$ cat src/rtl/ball_motion_ctrl.sv
// ball_motion_ctrl: moves the ball once per frame and reports position, lost balls and lives.
//
// Ports
//   pclk          pixel clock, the only clock
//   rst_n         asynchronous active-low reset
//   frame_tick    one-pclk pulse per frame
//   start         one-pclk launch request
//   paddle_x      left edge of the paddle
//   collision_det block collision flag from the collision detector
//   x_pos, y_pos  registered ball top-left corner
//   ball_lost     one-pclk pulse when the ball reaches the floor
//   lives_left    remaining balls
//   game_over     high once lives reach zero (cleared only by reset)
//
// Optional feature: define BALL_SPEEDUP_EN to speed the ball up by one pixel per frame after
// every 8 applied block bounces, saturating at twice STEP.

module ball_motion_ctrl #(
  parameter int unsigned SCREEN_W  = 800,
  parameter int unsigned SCREEN_H  = 600,
  parameter int unsigned BALL_SIZE = 10,
  parameter int unsigned STEP      = 2,
  parameter int unsigned PADDLE_Y  = 560,
  parameter int unsigned PADDLE_W  = 100,
  parameter int unsigned COOLDOWN  = 3,
  parameter int unsigned LIVES     = 3
) (
  input  logic        pclk,
  input  logic        rst_n,
  input  logic        frame_tick,
  input  logic        start,
  input  logic [11:0] paddle_x,
  input  logic        collision_det,
  output logic [11:0] x_pos,
  output logic [11:0] y_pos,
  output logic        ball_lost,
  output logic [1:0]  lives_left,
  output logic        game_over
);

  localparam int unsigned CdW = (COOLDOWN > 0) ? $clog2(COOLDOWN + 1) : 1;

  // 13-bit constants keep the position arithmetic free of wrap-around.
  localparam logic [12:0] ScrW    = 13'(SCREEN_W);
  localparam logic [12:0] ScrH    = 13'(SCREEN_H);
  localparam logic [12:0] Bs      = 13'(BALL_SIZE);
  localparam logic [12:0] PadY    = 13'(PADDLE_Y);
  localparam logic [12:0] PadW    = 13'(PADDLE_W);
  localparam logic [12:0] StepC   = 13'(STEP);
  localparam logic [11:0] StartX  = 12'(SCREEN_W / 2 - BALL_SIZE / 2);
  localparam logic [11:0] IdleY   = 12'(PADDLE_Y - BALL_SIZE);
  localparam logic [11:0] RightX  = 12'(SCREEN_W - BALL_SIZE);
  localparam logic [11:0] CentOff = 12'(PADDLE_W / 2) - 12'(BALL_SIZE / 2);

  typedef enum logic [1:0] {StIdle, StMove, StLost, StOver} state_e;

  state_e           state_q, state_d;
  logic [11:0]      x_q, x_d, y_q, y_d;
  logic             dx_neg_q, dx_neg_d;   // 1: moving left
  logic             dy_down_q, dy_down_d; // 1: moving down
  logic             pending_q, pending_d;
  logic [CdW-1:0]   cd_q, cd_d;
  logic [1:0]       lives_q, lives_d;
  logic             lost_q, lost_d;
  logic             over_q, over_d;

  logic [12:0]      step;
  logic             cd_zero;
  logic             bounce;

  assign cd_zero = (cd_q == '0);
  // A collision seen in the tick cycle itself still counts for this frame.
  assign bounce  = pending_q | (collision_det & cd_zero);

`ifdef BALL_SPEEDUP_EN
  localparam logic [12:0] StepMax = 13'(2 * STEP);

  logic [2:0]  hits_q, hits_d;
  logic [12:0] step_q, step_d;

  always_comb begin
    hits_d = hits_q;
    step_d = step_q;
    if (state_q != StIdle && state_d == StIdle) begin
      hits_d = '0;
      step_d = StepC;
    end else if (state_q == StMove && frame_tick && bounce) begin
      hits_d = hits_q + 3'd1;
      if (hits_q == 3'd7 && step_q < StepMax) begin
        step_d = step_q + 13'd1;
      end
    end
  end

  always_ff @(posedge pclk or negedge rst_n) begin
    if (!rst_n) begin
      hits_q <= '0;
      step_q <= StepC;
    end else begin
      hits_q <= hits_d;
      step_q <= step_d;
    end
  end

  assign step = step_q;
`else
  assign step = StepC;
`endif

  logic [12:0] x13, y13, px13;
  logic [11:0] nx, ny;
  logic        ndx, ndy, hit_floor;

  always_comb begin
    state_d   = state_q;
    x_d       = x_q;
    y_d       = y_q;
    dx_neg_d  = dx_neg_q;
    dy_down_d = dy_down_q;
    pending_d = pending_q;
    cd_d      = cd_q;
    lives_d   = lives_q;
    lost_d    = 1'b0;
    over_d    = over_q;
    x13       = {1'b0, x_q};
    y13       = {1'b0, y_q};
    px13      = {1'b0, paddle_x};
    nx        = x_q;
    ny        = y_q;
    ndx       = dx_neg_q;
    ndy       = dy_down_q;
    hit_floor = 1'b0;

    unique case (state_q)
      StIdle: begin
        if (start) begin
          state_d   = StMove;
          dx_neg_d  = 1'b0;
          dy_down_d = 1'b0;
          pending_d = 1'b0;
          cd_d      = '0;
        end else if (frame_tick) begin
          x_d = paddle_x + CentOff;
          y_d = IdleY;
        end
      end

      StMove: begin
        if (collision_det && cd_zero) begin
          pending_d = 1'b1;
        end
        if (frame_tick) begin
          pending_d = 1'b0;
          if (bounce) begin
            ndy  = ~dy_down_q;
            cd_d = CdW'(COOLDOWN);
          end else if (!cd_zero) begin
            cd_d = cd_q - CdW'(1);
          end

          // Wall clamps are evaluated after the block flip so they take precedence.
          if (ndx) begin
            if (x13 < step) begin
              nx  = '0;
              ndx = 1'b0;
            end else begin
              nx = 12'(x13 - step);
            end
          end else if (x13 + step + Bs > ScrW - 13'd1) begin
            nx  = RightX;
            ndx = 1'b1;
          end else begin
            nx = 12'(x13 + step);
          end

          if (!ndy) begin
            if (y13 < step) begin
              ny  = '0;
              ndy = 1'b1;
            end else begin
              ny = 12'(y13 - step);
            end
          end else if ((y13 + Bs <= PadY) && (PadY < y13 + step + Bs) &&
                       (x13 + Bs - 13'd1 >= px13) && (x13 <= px13 + PadW)) begin
            ny  = IdleY;
            ndy = 1'b0;
          end else if (y13 + step + Bs >= ScrH) begin
            hit_floor = 1'b1;
          end else begin
            ny = 12'(y13 + step);
          end

          if (hit_floor) begin
            state_d = StLost;
          end else begin
            x_d       = nx;
            y_d       = ny;
            dx_neg_d  = ndx;
            dy_down_d = ndy;
          end
        end
      end

      StLost: begin
        lost_d  = 1'b1;
        lives_d = lives_q - 2'd1;
        if (lives_q == 2'd1) begin
          state_d = StOver;
          over_d  = 1'b1;
        end else begin
          state_d = StIdle;
        end
      end

      StOver: begin
        over_d = 1'b1;
      end

      default: state_d = StIdle;
    endcase
  end

  always_ff @(posedge pclk or negedge rst_n) begin
    if (!rst_n) begin
      state_q   <= StIdle;
      x_q       <= StartX;
      y_q       <= IdleY;
      dx_neg_q  <= 1'b0;
      dy_down_q <= 1'b0;
      pending_q <= 1'b0;
      cd_q      <= '0;
      lives_q   <= 2'(LIVES);
      lost_q    <= 1'b0;
      over_q    <= 1'b0;
    end else begin
      state_q   <= state_d;
      x_q       <= x_d;
      y_q       <= y_d;
      dx_neg_q  <= dx_neg_d;
      dy_down_q <= dy_down_d;
      pending_q <= pending_d;
      cd_q      <= cd_d;
      lives_q   <= lives_d;
      lost_q    <= lost_d;
      over_q    <= over_d;
    end
  end

  assign x_pos      = x_q;
  assign y_pos      = y_q;
  assign ball_lost  = lost_q;
  assign lives_left = lives_q;
  assign game_over  = over_q;

endmodule
$ cat config.mk
export PLATFORM = sky130hd
export DESIGN_NAME = ball_motion_ctrl
export DESIGN_NICKNAME = d
export VERILOG_FILES = /design/src/rtl/ball_motion_ctrl.sv
export SDC_FILE = /design/constraint.sdc
export NUM_CORES = 1
export LEC_CHECK = 0
export CAP_MARGIN = 20
export CORE_ASPECT_RATIO = 0.75
export CORE_MARGIN = 1.5
export CORE_UTILIZATION = 40
export CTS_BUF_LIST = sky130_fd_sc_hd__clkbuf_8
export DETAILED_ROUTE_END_ITERATION = 12
export HOLD_SLACK_MARGIN = 0.12
export PLACE_DENSITY = 0.63
export SETUP_SLACK_MARGIN = 0.02
export SYNTH_ARGS = -nofsm -noshare
export SYNTH_HDL_FRONTEND = slang
export SYNTH_SLANG_ARGS = --single-unit
$ cat constraint.sdc
create_clock -name pclk -period 5.3 [get_ports pclk]
set_clock_uncertainty 0.1 [all_clocks]
set_input_delay 0.795 -clock pclk [delete_from_list [all_inputs] [get_ports pclk]]
set_output_delay 0.795 -clock pclk [all_outputs]
set_load 0.02 [all_outputs]
==> summary.txt <==
Clock network
  • Clock Latency Late Sink: a little under 0.3 ns
  • CTS Buffer Depth: 2
  • CTS resizes: 0
  • Worst-path clk slew: ~0.07 ns
  • Cts hold-fix bufs: 0
  • TritonCTS Sinks: 34
  • H-tree depth: 2
  • Setup Fix Bufs, Post-CTS: 0
  • Cts bufs inserted: 5
  • CTS Root Cell: clkbuf_8
  • TritonCTS clock tree: done

Logic synthesis
  • Synth Register Bits: 34
  • Main area contributors after synthesis: dfrtp_1, ha_1, xnor2_1, dfstp_2, nand2_1
  • Compound-cell area share of the yosys netlist: 29.3%
  • Mean Syn Cell Area: between 7 and 8 um^2
  • Proportion of synthesized chip area in sequential cells: 17.3%
  • Multiplexer area fraction after synthesis: approximately 1.2%
  • Warnings from Yosys: 0
  • Syn_nets: roughly 700
  • Post-Synth Simple-Gate Area: 24.0%
  • Synth Area in XOR/XNOR: a little under a tenth
  • Post-Synth Adder-Cell Area: 10.8%
  • Cell taking the most area after synthesis: dfrtp_1
  • Cells after synthesis: ~660
  • Synth Flop Type: dfrtp_1
  • Mapped cell area: 5000 um^2
  • Top-area cell type share of the netlist area: between 10 and 15%
  • Synth cell types: 87
  • Synth async-reset ratio: 100%
  • Main combinational cell family by area after synthesis: compound AO/OA/AOI/OAI gates
  • Post-synth EDFFs: 0

Timing
  • Post-layout min period: between 4 and 5 ns
  • Worst Max-Slew Pin Slew: between 1 and 1.5 ns
  • Worst setup margin: around 0.40 ns
  • Slew headroom: 31.2%
  • Count of final hold-check violations: 0
  • Slew Limit Fails: 0
  • F_max: around 200 MHz
  • RSZ-0062 raised after global routing: false
  • Final setup vio count: 0
  • Fin crit share: roughly 93%
  • Post-Route Setup TNS: 0 ns

Place
  • Port Buf Inserts: 43
  • Pre-CTS setup slack: between 0.2 and 0.25 ns
  • Detail Placement HPWL: 11.9 mm
  • Gp weighted congestion: about 0.94

Worst setup path
  • CP Class: flip-flop to flip-flop
  • CP delay by family, top: compound AO/OA/AOI/OAI gates
  • Crit-path cells: nand3_1, nor2_1, nand3_1, xnor2_1, ha_1, o2111ai_1, a2111oi_0, buf_4, nor2_1, or4_1, a311o_1, and2_1, a31o_2, a22o_1, nor4_2
  • Critical path arrival: roughly 5.0 ns
  • CP Launch Type: flip-flop
  • Crit-path slowest cell: dfstp_2
  • CP required: 5.39 ns
  • Biggest fanout along the worst timing path: 17
  • Slowest stage delay, CP: 0.79 ns
  • Setup crit end kind: flip-flop
  • Crit path buf inv count: 1

Drt
  • Iteration-0 DRC count of the detailed router: between 500 and 600
  • Antenna-violating nets left: 0
  • DR vias/cell: around 6
  • DRC: 0
  • TritonRoute pass-1 iters: 7
  • Total Wirelength: ~15 mm
  • DR vias: between 5000 and 6000
  • Drt wl/cell: between 15 and 20 um

Die
  • Overall die area: roughly 13000 um^2
  • Die height: 99.8 um
  • # rows: 35
  • Die Wd: about 130 um
  • Initial Util: about two fifths
  • Core Region: roughly 12000 um^2
  • Io pins: 45

Power
  • Static Leak: 2.29 nW
  • Peak supply drop: 228 uV
  • Power density cells: ~540 nW/um^2

Layout
  • Fill cell count: ~1200
  • Antenna diodes: 0
  • Layout area overhead: 13.0%
  • Register Area: 865 um^2
  • Most frequent cells in the layout: nand2_1, nor2_1, ha_1
  • Area of the multi-input gates: approximately 3700 um^2
  • Final net count: 745
  • Most common cell after layout, fill and taps aside: nand2_1
  • Share of cells above drive strength 1: 10.8%

GRT
  • Largest net degree at the start of global routing: 35
  • Global-route wire length before repair: about 25 mm
  • Initial antenna violation count: 0
  • Total track usage: roughly a quarter
  • Global route overflow: 0
  • Vias in the first global route: 4807

Min path
  • Class of the worst hold path: flip-flop to flip-flop

Status
  • Status: completed

Flow run
  • Maxcap violations: 0
per-layer routing:
layer / up-vias / global-route usage, % / part of all wire [%]
li1: 2466 / - / -
met1: 2459 / 37.5 / 51
met2: 236 / 32.3 / 40
met3: 13 / 4.55 / 8.7
met4: 0 / 3.85 / 0.61
met5: - / 0 / 0
final cells by class:
| class | count | share of cell area (%) |
|---|---|---|
| clock buffers | 6 | 1.46 |
| inverters | 36 | 2.39 |
| repair buffers | 68 | 10.9 |
| clock inverters | 2 | 0.155 |
| flip-flops and latches | 34 | 15.3 |
| multi-input cells | 540 | 66.2 |
| well taps | 166 | 3.68 |
synthesized netlist by cell type, drive strengths merged, types with 14 or more instances:
| library cell | n |
|---|---|
| a21oi | 38 |
| a31oi | 14 |
| buf | 27 |
| clkbuf | 21 |
| dfrtp | 23 |
| ha | 43 |
| inv | 36 |
| nand2 | 58 |
| nand3 | 27 |
| nor2 | 54 |
| nor3 | 20 |
| o21ai | 40 |
| xnor2 | 41 |
power breakdown:
part / switching [mW] / internal [mW]
clock network: 0.0984 / 0.103
logic: 1.36 / 0.923
registers: 0.188 / 0.381
total: 1.65 / 1.41
final timing paths:
path,start,endpoint,slack [ns],depth (start not counted)
max,x_pos[7],y_pos[7],0.40,15
min,game_over,game_over,0.38,2
max reg2reg,x_pos[7],y_pos[7],0.40,15
min reg2reg,game_over,game_over,0.38,2
max in group asynchronous,rst_n,y_pos[11],4.10,1
min in group asynchronous,rst_n,cd_q[0],0.49,1
sequential cells by signal, summed over array words and instances (netlist names):
register and cells:
dy_down_q 1, state_q 2, y_pos 11, dx_neg_q 1
pending_q 1, x_pos 12, cd_q 2, lives_left 2
ball_lost 1, game_over 1
through the flow:
step | hold slack (ns) | area (um^2) | util, % | std cells | power, mW
2_1_floorplan | 0.381 | 5000 | - | 658 | 2.17
3_3_place_gp | 0.362 | 5560 | 45.5 | 844 | 2.76
3_5_place_dp | 0.366 | 5560 | 45.5 | 844 | 2.80
4_1_cts | 0.389 | 5650 | 46.2 | 852 | 3.02
5_1_grt | 0.429 | 5650 | 46.2 | 852 | 3.31
6_report | 0.380 | 5650 | 46.2 | 852 | 3.05
worst min-delay path, stage by stage (launching register included):
cell and delay (ns):
dfrtp_1 0.35, a21oi_1 0.04, nand2_1 0.06
logic make-up after synthesis:
group / count (synthesis)
multiplexers: 6
other: 1
adder cells (fa/ha/maj): 43
buffers and inverters: 84
XOR/XNOR: 52
AO/OA/AOI/OAI: 203
AND/OR/NAND/NOR: 235
flip-flops: 34
No activity file was read; power rests on OpenSTA's default activity.
